### config.mk
export PLATFORM = sky130hd
export DESIGN_NAME = bip_loader
export DESIGN_NICKNAME = d
export VERILOG_FILES = /design/src/rtl/bip_loader.sv
export SDC_FILE = /design/constraint.sdc
export NUM_CORES = 1
export LEC_CHECK = 0
export CAP_MARGIN = 20
export CORE_MARGIN = 4
export CORE_UTILIZATION = 45
export CTS_BUF_LIST = sky130_fd_sc_hd__clkbuf_2 sky130_fd_sc_hd__clkbuf_4 sky130_fd_sc_hd__clkbuf_8
export DETAILED_ROUTE_END_ITERATION = 8
export PLACE_DENSITY = 0.7
export SLEW_MARGIN = 20
export SYNTH_ARGS = -nofsm -noshare
export SYNTH_HDL_FRONTEND = slang
export SYNTH_SLANG_ARGS = --single-unit
### constraint.sdc
create_clock -name clk -period 1.9 [get_ports clk]
set_input_delay 0.285 -clock clk [delete_from_list [all_inputs] [get_ports clk]]
set_output_delay 0.285 -clock clk [all_outputs]
set_load 0.1 [all_outputs]
### src/rtl/bip_loader.sv
`default_nettype none
// ============================================================================
//  Module   : bip_loader
//  Purpose  : Write side of the BIP program memory. Decodes a byte-oriented
//             load/run protocol from the UART receiver and writes 16-bit
//             instruction words from address 0. It replies ACK/NAK through the
//             UART transmitter and releases the processor with start_bip.
//
//  Ports    : clk        system clock, rising edge
//             reset      synchronous, active-low reset
//             rx_done    one-cycle pulse, rx_data valid
//             rx_data    received byte
//             tx_done    transmitter finished the current byte
//             tx_start   one-cycle request to send tx_data
//             tx_data    reply byte, held until the next reply
//             prog_we    program memory write strobe, one cycle per word
//             prog_addr  program memory write address
//             prog_data  instruction word {opcode[4:0], operand[10:0]}
//             start_bip  high while the BIP may run
//             loading    high in every state other than IDLE and RUN
//
//  Revision : 1.0  initial release
// ============================================================================
module bip_loader #(
    parameter int         AB       = 11,
    parameter logic [7:0] CMD_LOAD = 8'h4C,
    parameter logic [7:0] CMD_RUN  = 8'h52
) (
    input  logic          clk,
    input  logic          reset,
    input  logic          rx_done,
    input  logic [7:0]    rx_data,
    input  logic          tx_done,
    output logic          tx_start,
    output logic [7:0]    tx_data,
    output logic          prog_we,
    output logic [AB-1:0] prog_addr,
    output logic [15:0]   prog_data,
    output logic          start_bip,
    output logic          loading
);

    localparam logic [7:0]  C_ACK       = 8'h06;
    localparam logic [7:0]  C_NAK       = 8'h15;
    // Largest legal word count: exactly fills the memory.
    localparam logic [16:0] C_MAX_WORDS = 17'd1 << AB;

    typedef enum logic [3:0] {
        S_IDLE     = 4'd0,
        S_CNT_HI   = 4'd1,
        S_CNT_LO   = 4'd2,
        S_W_HI     = 4'd3,
        S_W_LO     = 4'd4,
        S_WRITE    = 4'd5,
        S_ACK      = 4'd6,
        S_ACK_WAIT = 4'd7,
        S_RUN      = 4'd8
    } state_t;

    state_t        r_state;
    logic [7:0]    r_countHi;
    logic [15:0]   r_count;
    // One bit wider than the address so a full-memory load is representable.
    logic [AB:0]   r_index;
    logic [7:0]    r_wordHi;
    logic [7:0]    r_wordLo;
    logic [7:0]    r_reply;

    logic          r_txStart;
    logic [7:0]    r_txData;
    logic          r_progWe;
    logic [AB-1:0] r_progAddr;
    logic [15:0]   r_progData;
    logic          r_startBip;
    logic          r_loading;

    logic [15:0]   w_countNew;
    logic [16:0]   w_countExt;
    logic [16:0]   w_indexNext;
    logic          w_lastWord;

    assign w_countNew  = {r_countHi, rx_data};
    assign w_countExt  = {1'b0, w_countNew};
    assign w_indexNext = 17'(r_index) + 17'd1;
    // The word being written is the last one when index + 1 == N.
    assign w_lastWord  = (w_indexNext == {1'b0, r_count});

    always_ff @(posedge clk) begin
        if (!reset) begin
            r_state    <= S_IDLE;
            r_countHi  <= '0;
            r_count    <= '0;
            r_index    <= '0;
            r_wordHi   <= '0;
            r_wordLo   <= '0;
            r_reply    <= '0;
            r_txStart  <= 1'b0;
            r_txData   <= '0;
            r_progWe   <= 1'b0;
            r_progAddr <= '0;
            r_progData <= '0;
            r_startBip <= 1'b0;
            r_loading  <= 1'b0;
        end else begin
            // Strobes are single-cycle unless a state re-asserts them.
            r_txStart <= 1'b0;
            r_progWe  <= 1'b0;

            case (r_state)
                S_IDLE: begin
                    if (rx_done) begin
                        if (rx_data == CMD_LOAD) begin
                            r_state   <= S_CNT_HI;
                            r_loading <= 1'b1;
                        end else if (rx_data == CMD_RUN) begin
                            r_state    <= S_RUN;
                            r_startBip <= 1'b1;
                        end
                    end
                end

                S_CNT_HI: begin
                    if (rx_done) begin
                        r_countHi <= rx_data;
                        r_state   <= S_CNT_LO;
                    end
                end

                S_CNT_LO: begin
                    if (rx_done) begin
                        r_count <= w_countNew;
                        if (w_countExt > C_MAX_WORDS) begin
                            r_reply <= C_NAK;
                            r_state <= S_ACK;
                        end else if (w_countNew == 16'd0) begin
                            r_reply <= C_ACK;
                            r_state <= S_ACK;
                        end else begin
                            r_index <= '0;
                            r_state <= S_W_HI;
                        end
                    end
                end

                S_W_HI: begin
                    if (rx_done) begin
                        r_wordHi <= rx_data;
                        r_state  <= S_W_LO;
                    end
                end

                S_W_LO: begin
                    if (rx_done) begin
                        r_wordLo <= rx_data;
                        r_state  <= S_WRITE;
                    end
                end

                S_WRITE: begin
                    r_progWe   <= 1'b1;
                    r_progAddr <= r_index[AB-1:0];
                    r_progData <= {r_wordHi, r_wordLo};
                    r_index    <= w_indexNext[AB:0];
                    if (w_lastWord) begin
                        r_reply <= C_ACK;
                        r_state <= S_ACK;
                    end else begin
                        r_state <= S_W_HI;
                    end
                end

                S_ACK: begin
                    r_txStart <= 1'b1;
                    r_txData  <= r_reply;
                    r_state   <= S_ACK_WAIT;
                end

                S_ACK_WAIT: begin
                    if (tx_done) begin
                        r_loading <= 1'b0;
                        if (r_reply == C_ACK) begin
                            r_state    <= S_RUN;
                            r_startBip <= 1'b1;
                        end else begin
                            r_state <= S_IDLE;
                        end
                    end
                end

                S_RUN: begin
                    // Halt the BIP in the same transition that begins a reload.
                    if (rx_done && (rx_data == CMD_LOAD)) begin
                        r_state    <= S_CNT_HI;
                        r_startBip <= 1'b0;
                        r_loading  <= 1'b1;
                    end
                end

                default: begin
                    r_state    <= S_IDLE;
                    r_startBip <= 1'b0;
                    r_loading  <= 1'b0;
                end
            endcase
        end
    end

    assign tx_start  = r_txStart;
    assign tx_data   = r_txData;
    assign prog_we   = r_progWe;
    assign prog_addr = r_progAddr;
    assign prog_data = r_progData;
    assign start_bip = r_startBip;
    assign loading   = r_loading;

endmodule
`default_nettype wire
==> impl_results.md, run 1 <==
- Status: finished, violations left
- Failing checks: setup timing
- Post-synth top flop: dfxtp_1
- Final setup vio count: 4
- DR WL met2: around 5.6 mm
- Largest family of logic cells by synthesized area: simple AND/OR/NAND/NOR gates
- Cell with the most instances after synthesis: nand2_1
- Via count: 3948
- Total negative slack: -0.164 ns
- WP buf/inv: 1
- Mapped Cells: 519
- PortBufs: 46
- Drt first pass iters: 4
- Largest net degree at the start of global routing: 38
- Total track usage: between 20% and 30%
- DR top layer: met4
- Asr flop ratio synth: 0%
- Period minus WS final: 1.95 ns
- Crit path max-delay family: simple AND/OR/NAND/NOR gates
- Final period utilization: 102%
- Post-synth EDFFs: 0
- Power Density: 675 nW/um2
- Cell row count: 35
- Relative slew slack: 65.8%
- DRC: 0
- Layout Cells excl Fill: 721
- Crit path kind: reg -> reg
- M1 WL: 5.00 mm
- Post-DP HPWL: 8.04 mm
- Max Slew Vio Count: 0
- Crit Path Max Fanout: 3
- Post-Place Cells: 704
- TritonCTS Buffers: 9
- P_leak: roughly 2.2 nW
- Synth Area in Adders: less than 1%
- First-pass GRT wire length: 18.6 mm
- Die height: 105 um
- Initial antenna violation count: 0
- Cell Area, Placed: 5060 um2
- Simple-gate share of the synthesized area: 24.4%
- Inserted Diodes: 0
- CP max stage delay: between 0.3 and 0.4 ns
- I/O pin total: roughly 50
- Initial Util: 46.1%
- Hold Vio Cnt, Final: 0
- Yosys top cell area share: 43.9%
- Crit-path slowest cell: or3_4
- Routed wire length: 11.2 mm
- Number of global-route vias before repair: 3823
- Xor and xnor area share after synthesis: 3.31%
- HP Class: reg -> reg
- Die ar.: 11000 um2
- GR Overflow Total: 0
- Worst setup EP type: register
- Iter 0 DRT Violations: 223
- H-tree depth: 3
- Yosys cell types: 64
- Maxcap violations: 0
- Biggest area consumer among synthesized cells: dfxtp_1
- Chip width: 105 um
- WL met3: 473 um
- Register area share after synthesis: 43.9%
- Via density: 5.48
- Wire length per cell: 15.5 um
- Worst-margin pin slew: approximately 0.5 ns
- Design area: approximately 5500 um2
- Post-synthesis instance area: 4240 um2
- Req. time, crit path: 2.17 ns
- Crit path cell chain: or3_4 -> nor3_4 -> nand4_1 -> nor4b_4 -> buf_4 -> o2111ai_2 -> and3_1
- Post-synthesis mux area share: 4.49%
- Final net count: 618
- Layout cell share with drive strength beyond 1: 26.6%
- CTS root buffer: clkbuf_8
- Reg clk slew, reported paths: 0.10 ns
- Clk_lat worst skew: 0.37 ns
- P&R area growth vs syn: 29.0%
- Setup slack after layout: -0.0473 ns
- Synth Area in Compound Gates: 18.1%
- Area contributors post-synth: dfxtp_1, nand2_1, a21oi_1, mux2i_1, nor2_1
- Synth warn: 0
- RSZ-0062 raised after global routing: true
- Cts hold-fix bufs: 0
- Place WS: -0.429 ns
- Yosys reg bits: 93
- Max Clock Freq: 514 MHz
- CTS Buffer Depth: 2
- Top post-synthesis cells by count: nand2_1, dfxtp_1, a21oi_1
- Synth Area per Inst: 8.17 um2
- Core Footprint: 9200 um2
- Worst Path Arrival: 2.22 ns
- CTS tree: yes
- Worst vdd ir: 484 uV
- Skew final: between 0.01 and 0.015 ns
- Routed Antenna Nets: 0
- RePlAce Congestion: 0.900
- Clock sink total: slightly above 90
- CP Launch Type: register
metrics by stage:
| step | power, mW | utilization [%] | hold WS [ns] |
|---|---|---|---|
| floorplan | 2.08 | - | 0.399 |
| global placement | 2.16 | 55.0 | 0.439 |
| detailed placement | 2.16 | 55.0 | 0.444 |
| CTS | 3.71 | 58.6 | 0.459 |
| global route | 3.81 | 59.5 | 0.482 |
| finish | 3.69 | 59.5 | 0.460 |
worst min-delay path, delay by kind of cell (launching register included):
kind,cells,cell delay (ns)
AND/OR/NAND/NOR,1,0.05
AO/OA/AOI/OAI,1,0.05
flip-flops,1,0.32
flip-flops by register name (all words and copies together) (netlist names), 3 cells and up:
register   cells
tx_data        3
r_count       16
r_reply        3
r_wordLo       8
r_state        4
prog_addr     11
prog_data     16
r_index       12
r_wordHi       8
r_countHi      8
where the power goes:
| group | leakage, nW | internal [mW] | total, mW | switching, mW |
|---|---|---|---|---|
| clock | 0.119 | 0.774 | 1.57 | 0.801 |
| combinational | 1.34 | 0.0583 | 0.172 | 0.114 |
| sequential | 0.754 | 1.95 | 1.95 | 0.000121 |
cell type report:
cell class | instances | area [um2]
Fill cell | 830 | 3730
Multi-Input combinational cell | 385 | 2320
Sequential cell | 93 | 1880
Timing Repair Buffer | 111 | 877
Tap cell | 111 | 139
Clock buffer | 9 | 124
Clock inverter | 7 | 114
Inverter | 5 | 18.8
layer usage:
| layer | GRT usage [%] | vias to the layer above |
|---|---|---|
| met5 | 0 | - |
| met4 | 6.94 | 0 |
| met3 | 3.27 | 16 |
| met2 | 34.6 | 89 |
| met1 | 26.5 | 1881 |
| li1 | - | 1962 |
placed cells by master, fill, tap and decap left out, drive strengths merged, types with 4 or more instances in the layout:
cell type / synthesis / final
a211oi: 5 / 5
a21oi: 63 / 63
a31oi: 4 / 4
and3: 5 / 5
buf: 19 / 100
clkbuf: 20 / 9
clkdlybuf4s50: 0 / 11
conb: 1 / 4
dfxtp: 93 / 93
inv: 5 / 8
mux2i: 19 / 19
nand2: 115 / 115
nand2b: 7 / 7
nand3: 17 / 17
nand4: 4 / 4
nor2: 38 / 38
nor3: 12 / 12
o21ai: 21 / 21
or3: 4 / 4
xnor2: 4 / 4
xor2: 12 / 12
path summary, 6_finish.rpt:
check	start	end	slack (ns)	cells after the start
worst min register to register	prog_addr[6]	prog_addr[6]	0.46	2
worst max-delay path	r_count[14]	r_state[0]	-0.05	7
worst min-delay path	prog_addr[6]	prog_addr[6]	0.46	2
worst max register to register	r_count[14]	r_state[0]	-0.05	7
logic make-up after synthesis:
group	after synthesis
AND/OR/NAND/NOR	221
AO/OA/AOI/OAI	124
flip-flops	93
buffers and inverters	44
multiplexers	19
XOR/XNOR	16
adder cells (fa/ha/maj)	1
other	1
what timing repair did:
action,4_1_cts,5_1_grt
pin swaps,7,10
resized for setup,21,16
buffers inserted,1,0
setup endpoints to repair,6,20
Power figures use the tool's default switching activity.
==> run 2: changes to the inputs <==
CTS_CLUSTER_SIZE = 20   (was not set)
PLACE_DENSITY = 0.68   (was 0.7)
clock period = 2.47 ns   (was 1.9 ns; I/O delays follow)
==> run 2 against run 1 <==
  * The run now ends clean
  * Sequential share of layout area increased by 2.8 points
  * Sequential power down 23%
  * Die area unchanged
  * Combinational power down 29%
  * Highest routed layer unchanged
  * Count of clock-buffer cells in the layout did not move
  * Final cell count shrank 4.6%
  * Flip-flop and latch count is the same
  * Critical endpoint is now r_reply[0]
  * Power fell by 27%
  * Critical path depth increased by 1
  * Global-route usage down 1.3 points
  * Register-to-register slack better by 0.27 ns
  * Clock power shrank 31%
==> impl_results.md, run 2 (same netlist as run 1, synthesis figures left out) <==
- Clock sink total: 93 (unchanged)
- Via density: 5.52 (+0.87%)
- P_leak: 2.01 nW (-9.2%)
- Number of global-route vias before repair: 3660 (-4.3%)
- Via count: 3800 (-3.7%)
- Final setup vio count: 0 (-4)
- Total track usage: 19.2% (-1.3 points)
- Chip width: 105 um (unchanged)
- Worst Path Arrival: 2.52 ns (+0.30 ns)
- Crit path depth: 8 (+1)
- CP max stage delay: 0.41 ns (+0.02 ns)
- Drt first pass iters: 4 (unchanged)
- RSZ-0062 raised after global routing: false
- Max Clock Freq: 444 MHz (-14%)
- PortBufs: 46 (unchanged)
- Hold Vio Cnt, Final: 0 (unchanged)
- Die ar.: 11000 um2 (unchanged)
- Commonest non-fill, non-tap cell in the layout: nand2_1
- Wire length per cell: 15.1 um (-3.1%)
- P&R area growth vs syn: 18.4%
- Period minus WS final: 2.25 ns (+0.305 ns)
- Cts repair resizes: 0 (-100%)
- Crit-path slowest cell: dfxtp_1
- Crit Path Max Fanout: 10 (+7)
- Worst R2R Path Depth: 8 (+1)
- Total power draw: 2.71 mW (-27%)
- Crit path kind: reg -> reg
- Iter 0 DRT Violations: 228 (+2.2%)
- CTS root buffer: clkbuf_8
- CTS Buffer Depth: 2 (unchanged)
- Layout cell share with drive strength beyond 1: 16.8% (-9.7 points)
- Hold path depth: 2 (unchanged)
- HP Class: reg -> reg
- Post-DP HPWL: 7.41 mm (-7.8%)
- Clk_lat worst skew: 0.37 ns (about the same)
- Crit path max-delay family: compound AO/OA/AOI/OAI gates
- Routed wire length: 10.4 mm (-7.6%)
- Total negative slack: 0 ns (+0.164 ns)
- Crit path cell chain: ha_1 -> nand3_4 -> o41ai_2 -> o311ai_1 -> nor4b_2 -> buf_4 -> nand2_1 -> a41o_1
- CTS tree: yes
- Reg clk slew, reported paths: 0.10 ns (about the same)
- GR Overflow Total: 0 (unchanged)
- Req. time, crit path: 2.73 ns (+0.56 ns)
- Die height: 105 um (unchanged)
- Inserted Diodes: 0 (unchanged)
- Max Slew Vio Count: 0 (unchanged)
- Postcts setup bufs: 0 (-1)
- First-pass GRT wire length: 17.5 mm (-5.9%)
- WP buf/inv: 1 (unchanged)
- CP Launch Type: register
- Worst vdd ir: 349 uV (-28%)
- Routed Antenna Nets: 0 (unchanged)
- Initial Util: 46.1% (unchanged)
- Largest net degree at the start of global routing: 68 (+79%)
- I/O pin total: 51 (unchanged)
- Post-layout util: 54.6% (-4.9 points)
- Worst setup EP type: register
- Final net count: 585 (-5.3%)
- Maxcap violations: 0 (unchanged)
- Initial antenna violation count: 0 (unchanged)
- Status: complete, no violations
- TritonCTS Buffers: 9 (unchanged)
- Cell row count: 35 (unchanged)
- DRC: 0 (unchanged)
- Final period utilization: 91.2% (-11 points)
- Most frequent cells in the layout: nand2_1, dfxtp_1, buf_4
- Skew final: 0.0140 ns (+0.00297 ns)
- H-tree depth: 3 (unchanged)
- Cts hold-fix bufs: 0 (unchanged)
- Core Footprint: 9200 um2 (unchanged)
- RePlAce Congestion: 0.912 (+1.4%)
- Power Density: 540 nW/um2 (-20%)
## run 2: area by class of cell
class                           count  area (um2)
Clock buffer                        9         124
Clock inverter                      7        91.3
Fill cell                         887        4180
Inverter                            5        18.8
Multi-Input combinational cell    385        2160
Sequential cell                    93        1860
Tap cell                          111         139
Timing Repair Buffer               78         626
## run 2: worst register-to-register path, cell delays in order (launching register included)
cell,delay [ns]
dfxtp_1,0.41
ha_1,0.25
nand3_4,0.14
o41ai_2,0.35
o311ai_1,0.16
nor4b_2,0.29
buf_4,0.19
nand2_1,0.08
a41o_1,0.26
## run 2: power by group
group	total [mW]	switching, mW	internal [mW]
Sequential	1.50	0.000197	1.50
Combinational	0.122	0.0826	0.0398
Clock	1.09	0.598	0.492
Total	2.71	0.681	2.03
## run 2: metrics by stage
stage               cell area [um2]  instances  hold slack (ns)  setup slack (ns)
finish                         5020        688            0.456             0.218
global route                   5020        688            0.479            0.0427
CTS                            5020        688            0.463             0.230
detailed placement             4800        672            0.449            0.0207
global placement               4800        672            0.442            0.0562
floorplan                      4250        522            0.431             0.439
## run 2: per-layer routing
metal	part of all wire (%)	track usage, %	vias to the layer above
li1	-	-	1894
met1	46	24.3	1787
met2	47	31.9	98
met3	5.2	3.52	21
met4	2.0	8.34	0
met5	0	0	-
## run 2: worst paths after layout
path                    start  slack, ns            end
hold / removal    r_wordHi[7]       0.46  prog_data[15]
setup reg to reg   r_index[1]       0.22     r_reply[0]
setup / recovery   r_index[1]       0.22     r_reply[0]
hold reg to reg   r_wordHi[7]       0.46  prog_data[15]
==> run 3: changes to the inputs <==
SKIP_LAST_GASP = 1   (was not set)
==> results of run 3 <==
No change in the layout: final DEF, timing and power equal those of run 2.
